===== src/rtl/prog_clk_divider_if.sv =====
// prog_clk_divider_if
//   Configuration handshake bundle for prog_clk_divider.
//   The master offers a new divide value; the slave (the divider) accepts it
//   when cfg_ready is high and reports rejected values on cfg_err.
// Signals
//   cfg_div    [WIDTH]  requested divide value D
//   cfg_valid  1        cfg_div is valid
//   cfg_ready  1        divider can accept cfg_div
//   cfg_err    1        one-cycle pulse: an accepted cfg_div < 2 was rejected
interface prog_clk_divider_if #(
  parameter int WIDTH = 16
);

  logic [WIDTH-1:0] cfg_div;
  logic             cfg_valid;
  logic             cfg_ready;
  logic             cfg_err;

  // Source of divide values (e.g. a control register block)
  modport master (
    output cfg_div,
    output cfg_valid,
    input  cfg_ready,
    input  cfg_err
  );

  // The divider itself
  modport slave (
    input  cfg_div,
    input  cfg_valid,
    output cfg_ready,
    output cfg_err
  );

endinterface


===== src/rtl/prog_clk_divider.sv =====
// prog_clk_divider
//   Runtime-programmable clock divider. Divides I_CLK by any integer D >= 2,
//   high phase first: O_CLK is high for H = (D+1)/2 cycles and low for D-H.
//   A one-cycle tick marks the last input cycle of every output period.
//   A new D is loaded over the cfg handshake and only takes effect on a period
//   boundary (or on the next clock while disabled), so O_CLK never glitches.
// Optional feature
//   DIVIDER_STATUS_EN : adds parameter CNT_W and output period_cnt, a wrapping
//                       count of completed periods (increments on tick).
// Ports
//   I_CLK       in   1      input clock, rising edge
//   rst_n       in   1      asynchronous reset, active low
//   en          in   1      1 = run, 0 = hold at period start
//   cfg         slave       cfg_div / cfg_valid / cfg_ready / cfg_err
//   O_CLK       out  1      divided clock, registered
//   tick        out  1      last-cycle-of-period strobe
//   period_cnt  out  CNT_W  completed periods (DIVIDER_STATUS_EN only)
module prog_clk_divider #(
  parameter int WIDTH       = 16,
  parameter int DEFAULT_DIV = 20
`ifdef DIVIDER_STATUS_EN
  , parameter int CNT_W     = 16
`endif
) (
  input  logic                     I_CLK,
  input  logic                     rst_n,
  input  logic                     en,
  prog_clk_divider_if.slave        cfg,
  output logic                     O_CLK,
  output logic                     tick
`ifdef DIVIDER_STATUS_EN
  , output logic [CNT_W-1:0]       period_cnt
`endif
);

  logic [WIDTH-1:0] cnt_q;
  logic [WIDTH-1:0] cnt_d;
  logic [WIDTH-1:0] curDiv_q;
  logic [WIDTH-1:0] pendDiv_q;
  logic             pending_q;
  logic             oClk_q;
  logic             oClk_d;
  logic             cfgErr_q;
  logic [WIDTH:0]   half;
  logic             boundary;
  logic             accept;

  // High-phase length is computed one bit wider so that D = 2^WIDTH-1
  // does not wrap to zero when rounding up.
  assign half     = ({1'b0, curDiv_q} + {{WIDTH{1'b0}}, 1'b1}) >> 1;
  assign boundary = (cnt_q == curDiv_q - WIDTH'(1));
  // cfg_ready is simply "no update pending"; accept is the transfer cycle.
  assign accept   = cfg.cfg_valid & ~pending_q;

  assign cfg.cfg_ready = ~pending_q;
  assign cfg.cfg_err   = cfgErr_q;
  assign O_CLK         = oClk_q;
  assign tick          = en & boundary;

  // Next count and next output level; a wrap always restarts in the high
  // phase regardless of which D the new period uses, since H >= 1.
  always_comb begin
    cnt_d = cnt_q + WIDTH'(1);
    if (!en || boundary) begin
      cnt_d = '0;
    end
    oClk_d = ({1'b0, cnt_d} < half);
  end

  // Counter, output register, pending-divide slot and error pulse.
  // Applying a pending D requires pending_q=1 while accepting requires
  // pending_q=0, so the two never collide; an accept in a boundary cycle
  // therefore waits for the following boundary.
  always_ff @(posedge I_CLK or negedge rst_n) begin
    if (!rst_n) begin
      cnt_q     <= '0;
      curDiv_q  <= WIDTH'(DEFAULT_DIV);
      pendDiv_q <= '0;
      pending_q <= 1'b0;
      oClk_q    <= 1'b1;
      cfgErr_q  <= 1'b0;
    end else begin
      cnt_q    <= cnt_d;
      oClk_q   <= oClk_d;
      cfgErr_q <= 1'b0;
      if ((!en || boundary) && pending_q) begin
        curDiv_q  <= pendDiv_q;
        pending_q <= 1'b0;
      end
      if (accept) begin
        if (cfg.cfg_div >= WIDTH'(2)) begin
          pendDiv_q <= cfg.cfg_div;
          pending_q <= 1'b1;
        end else begin
          cfgErr_q  <= 1'b1;
        end
      end
    end
  end

`ifdef DIVIDER_STATUS_EN
  logic [CNT_W-1:0] periodCnt_q;

  // Completed-period counter; tick is already gated by en so it holds
  // while disabled.
  always_ff @(posedge I_CLK or negedge rst_n) begin
    if (!rst_n) begin
      periodCnt_q <= '0;
    end else if (tick) begin
      periodCnt_q <= periodCnt_q + CNT_W'(1);
    end
  end

  assign period_cnt = periodCnt_q;
`endif

endmodule

===== src/flat_wrapper.sv =====
// flat-port wrapper written by rule: the top's interface ports become plain ports
module prog_clk_divider_flat 
#(
  parameter int WIDTH       = 16,
  parameter int DEFAULT_DIV = 20

)
  (I_CLK, rst_n, en, O_CLK, tick, cfg_cfg_div, cfg_cfg_valid, cfg_cfg_ready, cfg_cfg_err);
  prog_clk_divider_if #(.WIDTH(WIDTH)) cfg_i ();
  input  logic I_CLK;
  input  logic rst_n;
  input  logic en;
  output logic O_CLK;
  output logic tick;
  input wire logic [$bits(cfg_i.cfg_div)-1:0] cfg_cfg_div;
  input wire logic [$bits(cfg_i.cfg_valid)-1:0] cfg_cfg_valid;
  output wire logic [$bits(cfg_i.cfg_ready)-1:0] cfg_cfg_ready;
  output wire logic [$bits(cfg_i.cfg_err)-1:0] cfg_cfg_err;
  assign cfg_i.cfg_div = cfg_cfg_div;
  assign cfg_i.cfg_valid = cfg_cfg_valid;
  assign cfg_cfg_ready = cfg_i.cfg_ready;
  assign cfg_cfg_err = cfg_i.cfg_err;
  prog_clk_divider #(.WIDTH(WIDTH), .DEFAULT_DIV(DEFAULT_DIV)) u_core (.I_CLK(I_CLK), .rst_n(rst_n), .en(en), .cfg(cfg_i), .O_CLK(O_CLK), .tick(tick));
endmodule

===== config.mk =====
export PLATFORM = sky130hd
export DESIGN_NAME = prog_clk_divider_flat
export DESIGN_NICKNAME = d
export VERILOG_FILES = /design/src/rtl/prog_clk_divider_if.sv /design/src/rtl/prog_clk_divider.sv /design/src/flat_wrapper.sv
export SDC_FILE = /design/constraint.sdc
export NUM_CORES = 1
export LEC_CHECK = 0
export CELL_PAD_IN_SITES_DETAIL_PLACEMENT = 2
export CELL_PAD_IN_SITES_GLOBAL_PLACEMENT = 2
export CORE_MARGIN = 2
export CORE_UTILIZATION = 34
export CTS_CLUSTER_SIZE = 12
export DETAILED_ROUTE_END_ITERATION = 8
export PLACE_DENSITY = 0.74
export REMOVE_ABC_BUFFERS = 1
export SETUP_SLACK_MARGIN = 0.2
export SYNTH_ARGS = -nofsm -noshare
export SYNTH_HDL_FRONTEND = slang
export SYNTH_SLANG_ARGS = --single-unit

===== constraint.sdc =====
create_clock -name I_CLK -period 4 [get_ports I_CLK]
set_input_delay 0.6 -clock I_CLK [delete_from_list [all_inputs] [get_ports I_CLK]]
set_output_delay 0.6 -clock I_CLK [all_outputs]
set_load 0.005 [all_outputs]

Word-level counts from Yosys, hierarchy flattened
Cells that the tools add are included.
Widths: inputs -> output; s select.
{"block": "op_classes", "add_sub_neg": 3, "order_cmp": 2, "eq_ne": 1, "mux": 6, "bitwise": 3, "n_reduce_logical": 4}
{"cell": "$add 16x1->17 const B", "count": 1}
{"cell": "$add 16x1->16 const B", "count": 1}
{"cell": "$eq 16x16->1", "count": 1}
{"cell": "$ge 16x2->1 const B", "count": 1}
{"cell": "$lt 16x16->1", "count": 1}
{"cell": "$mux 16", "count": 1}
{"cell": "$sub 16x1->16 const B", "count": 1}
{"cell": "$mux 1", "count": 5}
{"cell": "$and 1x1->1", "count": 2}
{"cell": "$reduce_and 2->1", "count": 1}
{"cell": "$logic_and 1x1->1", "count": 1}
{"cell": "$logic_not 1->1", "count": 1}
{"cell": "$logic_or 1x1->1", "count": 1}
{"cell": "$not 1->1", "count": 1}
{"block": "totals", "reg_bits": 51, "input_bits": 20, "output_inout_bits": 4, "elab_cells": 25}

Depth between registers and ports, before layout
Gate-level depths: netlist of the first run.
{"block": "depth", "depth_word": 7, "mapped_depth": 19, "depth_no_buf": 17}

Worst setup path before layout of the first run
Ideal clock, no wire load.
{"block": "synth_timing", "path_type": "register to register", "startpoint": "register u_core.curDiv_q[0]", "endpoint": "register u_core.oClk_q (netlist: u_core.O_CLK)", "setup_ns": 0.073, "t_arrival_ns": 3.942, "setup_slack_ns": -0.015, "path_stages_with_launch": 20, "period_less_slack_ns": 4.015, "path_cell_list": "dfrtp_1 > clkbuf_1 > inv_1 > ha_1 > or4b_2 > or4_1 > nand4b_1 > nand2_1 > o22ai_4 > o21a_4 > buf_6 > and2_1 > ha_1 > a21o_1 > a21o_1 > a21o_1 > a21o_1 > a211oi_1 > o21ai_0 > a21oi_1"}
{"block": "synth_between", "elab_chain_cells": 5, "elab_cells_between_ends": 6, "cone_classes": "2 x add/sub; 1 x order compare; 1 x eq/ne; 1 x mux; 1 x reduce/logical"}
{"element": "start: declaration", "line_no": "prog_clk_divider.sv:38", "source": "logic [WIDTH-1:0] curDiv_q;"}
{"element": "start signal: assignment", "line_no": "prog_clk_divider.sv:77", "source": "curDiv_q <= WIDTH'(DEFAULT_DIV);"}
{"element": "start signal: assignment", "line_no": "prog_clk_divider.sv:87", "source": "curDiv_q <= pendDiv_q;"}
{"element": "$sub 16x1->16", "line_no": "prog_clk_divider.sv:51", "source": "assign boundary = (cnt_q == curDiv_q - WIDTH'(1));"}
{"element": "$eq 16x16->1", "line_no": "prog_clk_divider.sv:51"}
{"element": "$logic_or 1x1->1", "line_no": "prog_clk_divider.sv:64", "source": "if (!en || boundary) begin"}
{"element": "$mux 16", "line_no": "prog_clk_divider.sv:64"}
{"element": "via u_core.cnt_d[9]", "line_no": "prog_clk_divider.sv:37", "source": "logic [WIDTH-1:0] cnt_d;"}
{"element": "$lt 16x16->1", "line_no": "prog_clk_divider.sv:67", "source": "oClk_d = ({1'b0, cnt_d} < half);"}
{"element": "via u_core.oClk_d", "line_no": "prog_clk_divider.sv:42", "source": "logic oClk_d;"}
{"element": "end signal: assignment", "line_no": "prog_clk_divider.sv:84", "source": "oClk_q <= oClk_d;"}
{"element": "end: declaration", "line_no": "prog_clk_divider.sv:41", "source": "logic oClk_q;"}
The timed path passes the listed nets, and every way through them passes these cells.
A chain may end at the register's enable or synchronous reset.

Worst setup path in the final report of the first run
Ends and elaborated chain as after synthesis.

==> impl_results.md, run 1 <==
* CP max FO at 6
* R2R setup slack at around 0.32 ns
* YS warnings at 0
* Worst rel slew slack at 50.26%
* Num CTS Buffers at 5
* DR iter-0 viols at 84
* Pleak at 1.799 nW
* Layout area overhead at 23.29%
* Vias/cell at around 5.4
* Vias in the first global route at ~3400
* Ports at 24
* Dpl cells at ~540
* Worst setup margin at 0.3166 ns
* Final Cell Area at approximately 4400 um2
* Max Root-Sink Buffers at 2
* Clock latency on the worst-skew pair at between 0.3 and 0.4 ns
* Highest Clock Rate at roughly 270 MHz
* Top-count cell post-synth: nand2_1
* Main area contributors after synthesis: dfrtp_1 (34%), xnor2_1 (7.3%), o211ai_1 (6.9%)
* Drt first pass iters at 4
* First-pass GRT wire length at 17.91 mm
* GRT Residual Overflow at 0
* Startpoint Class: flip-flop
* Crit share post-route at about 90%
* Area after DPL at 3971 um2
* Peak VDD IR at 0.1701 mV
* R2R depth at 15
* Critical Path Max Stage Delay at about 0.57 ns
* Netlist cell types at just over 50
* Mapped Avg Cell Area at 9.118 um2
* Final Non-Filler Cells at 570
* Max Cap Violations at 0
* Final number of hold-violating endpoints at 0
* Initial antenna violation count at 0
* Yosys top cell area share at 33.52%
* Share of the yosys chip area belonging to registers at 35.72%
* Htree depth at 2
* Total Routing Usage GR at 19.85%
* Initial Util at between 30% and 40%
* Critical Path, Cell by Cell: buf_6, or4_4, nor4_4, nand4b_1, o21ai_2, o22ai_4, o21a_4, buf_4, buf_4, and2_1, ha_1, nand4_1, nor2_2, and4b_1, a21oi_1
* Place WS at -0.07103 ns
* Share of cells above drive strength 1 at roughly a quarter
* Via Count at 3079
* DRC at 0
* Die Area at between 10000 and 15000 um2
* Slew Viols, Final at 0
* ANT nets after route at 0
* Clock Skew at approximately 0.0044 ns
* TritonCTS clock tree: built
* Area leader, netlist: dfrtp_1
* Critical path class: reg2reg
* Post-synth EDFFs at 0
* Setup crit end kind: flip-flop
* Final min period at 3.683 ns
* HPWL Detailed at 7.877 mm
* Main synth FF type: dfrtp_1
* WP data required at 4.24 ns
* Die H at between 100 and 150 um
* Post-synth top cells: nand2_1 (51), dfrtp_1 (48), o211ai_1 (33)
* RSZ-0062 raised after global routing: yes
* Most common cell on crit path: buf_4
* Core Box Area at just over 10000 um2
* Final wirelength at 10.81 mm
* Hold crit path type: in2async
* Status: complete, no violations
* Pwr Density at ~450 nW/um2
* FFs w/ async S/R, synth at 100.0%
* Clk pin slew, worst setup/hold paths at approximately 0.1 ns
* Filler Cell Count at between 1000 and 1500
* Chip width at around 110 um
* Total power at between 1.5 and 2 mW
* Ant. Diodes at 0
* Largest net degree at the start of global routing at 38
* Cell count after synthesis at just under 400
* Wirelength per Cell at between 15 and 20 um
* Buffers on Ports at 23
* Reg2reg start: u_core.curDiv_q[0]
* Finished Core Util at between 40% and 50%
* Gpl congestion at 0.8140
* # clock sinks at a little over 50
* Fin nets at 471
* Cts hold-fix bufs at 0
* Crit path max-delay family: simple AND/OR/NAND/NOR gates
* R2r endpoint: u_core.O_CLK
* CTS root buf: clkbuf_8
* Crit-path slowest cell: or4_4
* Synthesized cell area at approximately 3600 um2
* Num rows at 37
* Setup violators final at 0
* Buf+Inv Stages, Crit Path at 3
* CP Data Arrival Time at slightly below 4 ns
* FF+latch count, synth at 51
* Slew @ Worst Pin at approximately 0.75 ns
timing repair:
action / 4_1_cts / 5_1_grt
endpoints found under the hold margin: 0 / 0
pin swaps: 8 / 20
resized for setup: 25 / 26
setup endpoints to repair: 2 / 1
buffers inserted: 14 / 6
power by group:
part	internal, mW	switching (mW)
combinational	0.424	0.490
sequential	0.621	0.134
clock	0.126	0.188
layer usage:
| metal | GRT usage [%] | up-vias | wire length, um |
|---|---|---|---|
| li1 | - | 1484 | - |
| met1 | 27.01 | 1540 | 5150 |
| met2 | 34.26 | 45 | 5304 |
| met3 | 2.249 | 10 | 194 |
| met4 | 3.711 | 0 | 162 |
| met5 | 0 | - | 0 |
logic make-up (layout without fill, tap and decap cells):
group,Yosys count,after routing,synth area share (%)
xor gates and xnor gates,43,43,10.51
adders and majority gates,18,18,6.285
DFF,51,51,35.72
and+or+nand+nor,158,158,23.25
muxes,17,17,5.307
AOI/OAI and AO/OA,70,70,14.21
buffers and inverters,36,77,4.713
worst register-to-register path: cells and delay by family, from the launching register on:
family / cells / cell delay (ns)
fa+ha+maj: 1 / 0.34
compound gates: 4 / 0.54
flops: 1 / 0.42
simple gates: 7 / 1.88
buf+inv: 3 / 0.45
per-stage QoR:
| stage | hold WS (ns) | TNS, ns |
|---|---|---|
| 2_1_floorplan | 0.3044 | -0.08948 |
| 3_3_place_gp | 0.4910 | 0 |
| 3_5_place_dp | 0.4988 | -0.07103 |
| 4_1_cts | 0.1821 | 0 |
| 5_1_grt | 0.1969 | 0 |
| 6_report | 0.1760 | 0 |
worst max-delay path by stage:
stage / from / to / slack, ns / cells after the start
4_1_cts: u_core.curDiv_q[0] / u_core.O_CLK / 0.20 / 17
6_report: u_core.curDiv_q[0] / u_core.O_CLK / 0.32 / 15
3_5_place_dp: u_core.curDiv_q[1] / u_core.O_CLK / -0.07 / 17
3_3_place_gp: u_core.curDiv_q[0] / u_core.O_CLK / 0.12 / 17
2_1_floorplan: u_core.curDiv_q[0] / u_core.O_CLK / -0.09 / 17
5_1_grt: u_core.curDiv_q[0] / u_core.O_CLK / 0.15 / 15
sequential cells by signal (all words and copies together), names as in the netlist:
| name | flops |
|---|---|
| u_core.curDiv_q | 16 |
| u_core.pendDiv_q | 16 |
| u_core.O_CLK | 1 |
| u_core.cnt_q | 16 |
| u_core.pending_q | 1 |
| u_core.cfg.cfg_err | 1 |
layout make-up:
| class | instances | area [um2] | share of cell area (%) |
|---|---|---|---|
| Multi-Input combinational cell | 306 | 2318 | 52.48 |
| Tap cell | 136 | 170.2 | 3.852 |
| Clock buffer | 6 | 72.57 | 1.643 |
| Clock inverter | 2 | 16.27 | 0.3682 |
| Timing Repair Buffer | 60 | 519.2 | 11.75 |
| Sequential cell | 51 | 1287 | 29.14 |
| Inverter | 9 | 33.78 | 0.7647 |
cells in the final DEF, fill, tap and decap left out, types with 3 or more instances in the layout:
| cell type | count |
|---|---|
| dfrtp_1 | 45 |
| o21ai_0 | 3 |
| clkbuf_8 | 5 |
| a21o_1 | 6 |
| and2_1 | 12 |
| nand4b_1 | 3 |
| a21oi_2 | 3 |
| a21oi_1 | 5 |
| clkdlybuf4s50_1 | 21 |
| buf_4 | 35 |
| nor2_1 | 20 |
| o21ai_1 | 4 |
| dfrtp_2 | 3 |
| nor4_1 | 4 |
| and2_4 | 3 |
| nand4_1 | 8 |
| nand2_1 | 51 |
| inv_1 | 6 |
| and3_1 | 8 |
| o211ai_1 | 33 |
| or4_4 | 3 |
| xnor2_1 | 30 |
| nor2b_1 | 7 |
| nand3_1 | 15 |
| nor3_1 | 5 |
| ha_4 | 4 |
| ha_1 | 13 |
| xor2_1 | 13 |
| mux2_2 | 16 |
(Power assumes the default switching activity.)
==> run 2, diff against run 1 <==
- CORE_ASPECT_RATIO: not set -> 0.6
==> run 2 against run 1 <==
Total power is 5.3% higher. Largest power group unchanged. Highest routed layer unchanged. Cell area is 3.0% lower. Register-to-register slack worse by 0.11 ns.
==> impl_results.md, run 2 (synthesis results as in run 1) <==
* Status: complete, no violations
* R2R setup slack at 0.21 ns
* Register share of total power at between 30% and 40%
* Share of cells above drive strength 1 at 17.58%
* # clock sinks at 51
* Final wirelength at ~11 mm
* Htree depth at 2
* Core Box Area at ~10000 um2
* Ports at 24
* Final number of hold-violating endpoints at 0
* Critical Path Max Stage Delay at 0.57 ns
* Most common cell on crit path: a21o_1
* First-pass GRT wire length at about 19 mm
* CP max FO at 8
* Peak VDD IR at 0.1849 mV
* TritonCTS clock tree: built
* HPWL Detailed at 8.321 mm
* Vias in the first global route at 3450
* Top Layer Used: met4
* Die H at around 84 um
* Crit path max-delay family: compound AO/OA/AOI/OAI gates
* Buf+Inv Stages, Crit Path at 2
* Setup crit end kind: flip-flop
* Slew Viols, Final at 0
* Num CTS Buffers at 5
* Fin nets at roughly 460
* Pwr Density at ~490 nW/um2
* WP data required at between 4 and 5 ns
* Most frequent cells in the layout: nand2_1 (51), dfrtp_1 (47), o211ai_1 (33)
* DR iter-0 viols at 136
* Power Internal at roughly 1.3 mW
* RSZ-0062 raised after global routing: yes
* Clock Power Share at between 20% and 30%
* Total power at 2.089 mW
* Clock Skew at roughly 0.010 ns
* Crit share post-route at approximately 95%
* Cts hold-fix bufs at 0
* Critical path class: reg2reg
* CTS root buf: clkbuf_16
* Total Routing Usage GR at a little over a fifth
* Met3 routed WL at roughly 330 um
* Wirelength per Cell at roughly 20 um
* Setup violators final at 0
* Num rows at 28
* DRC at 0
* Final min period at ~3.8 ns
* Commonest non-fill, non-tap cell in the layout: nand2_1
* Die Area at around 11000 um2
* Buffers on Ports at 23
* Clk pin slew, worst setup/hold paths at ~0.080 ns
* CP Data Arrival Time at ~4 ns
* Worst rel slew slack at ~49%
* Top Registers: u_core.cnt_q (16), u_core.curDiv_q (16), u_core.pendDiv_q (16)
* Ant. Diodes at 0
* Initial antenna violation count at 0
* Max Cap Violations at 0
* Routed met1 length at 5.904 mm
* Combinational Power Share at about 40%
* Crit-path slowest cell: or4_4
* ANT nets after route at 0
* Chip width at roughly 140 um
* Vias/cell at roughly 5.4
* Largest net degree at the start of global routing at 38
* Initial Util at a little over a third
* Switch share at 38.39%
* Slew @ Worst Pin at ~0.76 ns
* Total Neg Setup Slack at 0 ns
* Critical Path, Cell by Cell: buf_4, or4_4, nor4_4, nand4b_1, o21ai_2, o22ai_4, o21a_4, buf_6, and2_4, ha_1, a21o_1, a21o_1, a21o_1, a21o_1, a211oi_2, o21ai_1, a21oi_1
* Clock latency on the worst-skew pair at around 0.30 ns
* Pleak at roughly 1.8 nW
* Gpl congestion at approximately 0.84
* Drt first pass iters at 4
* Psw at ~0.8 mW
* Hold crit path type: in2async
* Highest Clock Rate at around 260 MHz
* Layout area overhead at 19.62%
* Routed wire length on met2 at slightly below 5 mm
* GRT Residual Overflow at 0
* Max Root-Sink Buffers at 2
* Via Count at roughly 3000
* Startpoint Class: flip-flop
-- run 2: cell type report --
class / instances / area, um2
Clock buffer: 6 / 128.9
Clock inverter: 2 / 38.79
Fill cell: 1101 / 5768
Inverter: 9 / 33.78
Multi-Input combinational cell: 306 / 2223
Sequential cell: 51 / 1281
Tap cell: 135 / 168.9
Timing Repair Buffer: 47 / 411.6
-- run 2: metal layers --
metal | track usage [%] | vias to the layer above
met5 | 0 | -
met4 | 3.314 | 0
met3 | 3.764 | 6
met2 | 31.95 | 35
met1 | 31.63 | 1516
li1 | - | 1454
-- run 2: per-stage QoR --
step                      util, %  area [um2]  cells  hold WS [ns]  setup WS, ns
after floorplan                 -        3448    366        0.3044      -0.08948
after global placement      39.56        3978    542        0.4911        0.1617
after detailed placement    39.56        3978    542        0.4990     -0.003291
after CTS                   42.15        4238    555        0.1976        0.2013
after global routing        42.63        4287    556        0.2046      -0.02754
final                       42.63        4287    556        0.1866        0.2053
-- run 2: what timing repair did --
item | in CTS | in global routing
resized for setup | 13 | 11
setup buffers | 5 | 1
setup endpoints to repair | 2 | 2
pin swaps | 7 | 5
endpoints found under the hold margin | 0 | 0
-- run 2: worst reg2reg max path, cell delays in order, from the launching register on --
cell      delay (ns)
dfrtp_2         0.41
buf_4           0.16
or4_4           0.57
nor4_4          0.33
nand4b_1        0.18
o21ai_2         0.13
o22ai_4         0.10
o21a_4          0.25
buf_6           0.14
and2_4          0.14
ha_1            0.19
a21o_1          0.18
a21o_1          0.18
a21o_1          0.17
a21o_1          0.18
a211oi_2        0.22
o21ai_1         0.08
a21oi_1         0.13
-- run 2: path summary, 6_finish.rpt --
path,start,to,cells past startpoint
max in group asynchronous,rst_n,u_core.curDiv_q[7],2
min in group I_CLK,u_core.pendDiv_q[10],u_core.pendDiv_q[10],1
min,rst_n,u_core.cnt_q[6],1
max,u_core.curDiv_q[7],u_core.O_CLK,17
min reg2reg,u_core.pendDiv_q[10],u_core.pendDiv_q[10],1
max reg2reg,u_core.curDiv_q[7],u_core.O_CLK,17
-- run 2: power groups by stage --
stage	combinational (mW)	clock [mW]	sequential [mW]
global placement	0.739	0	0.741
detailed placement	0.777	0	0.753
global route	0.925	0.556	0.766
floorplan	0.447	0	0.766
finish	0.828	0.517	0.744
CTS	0.819	0.532	0.741
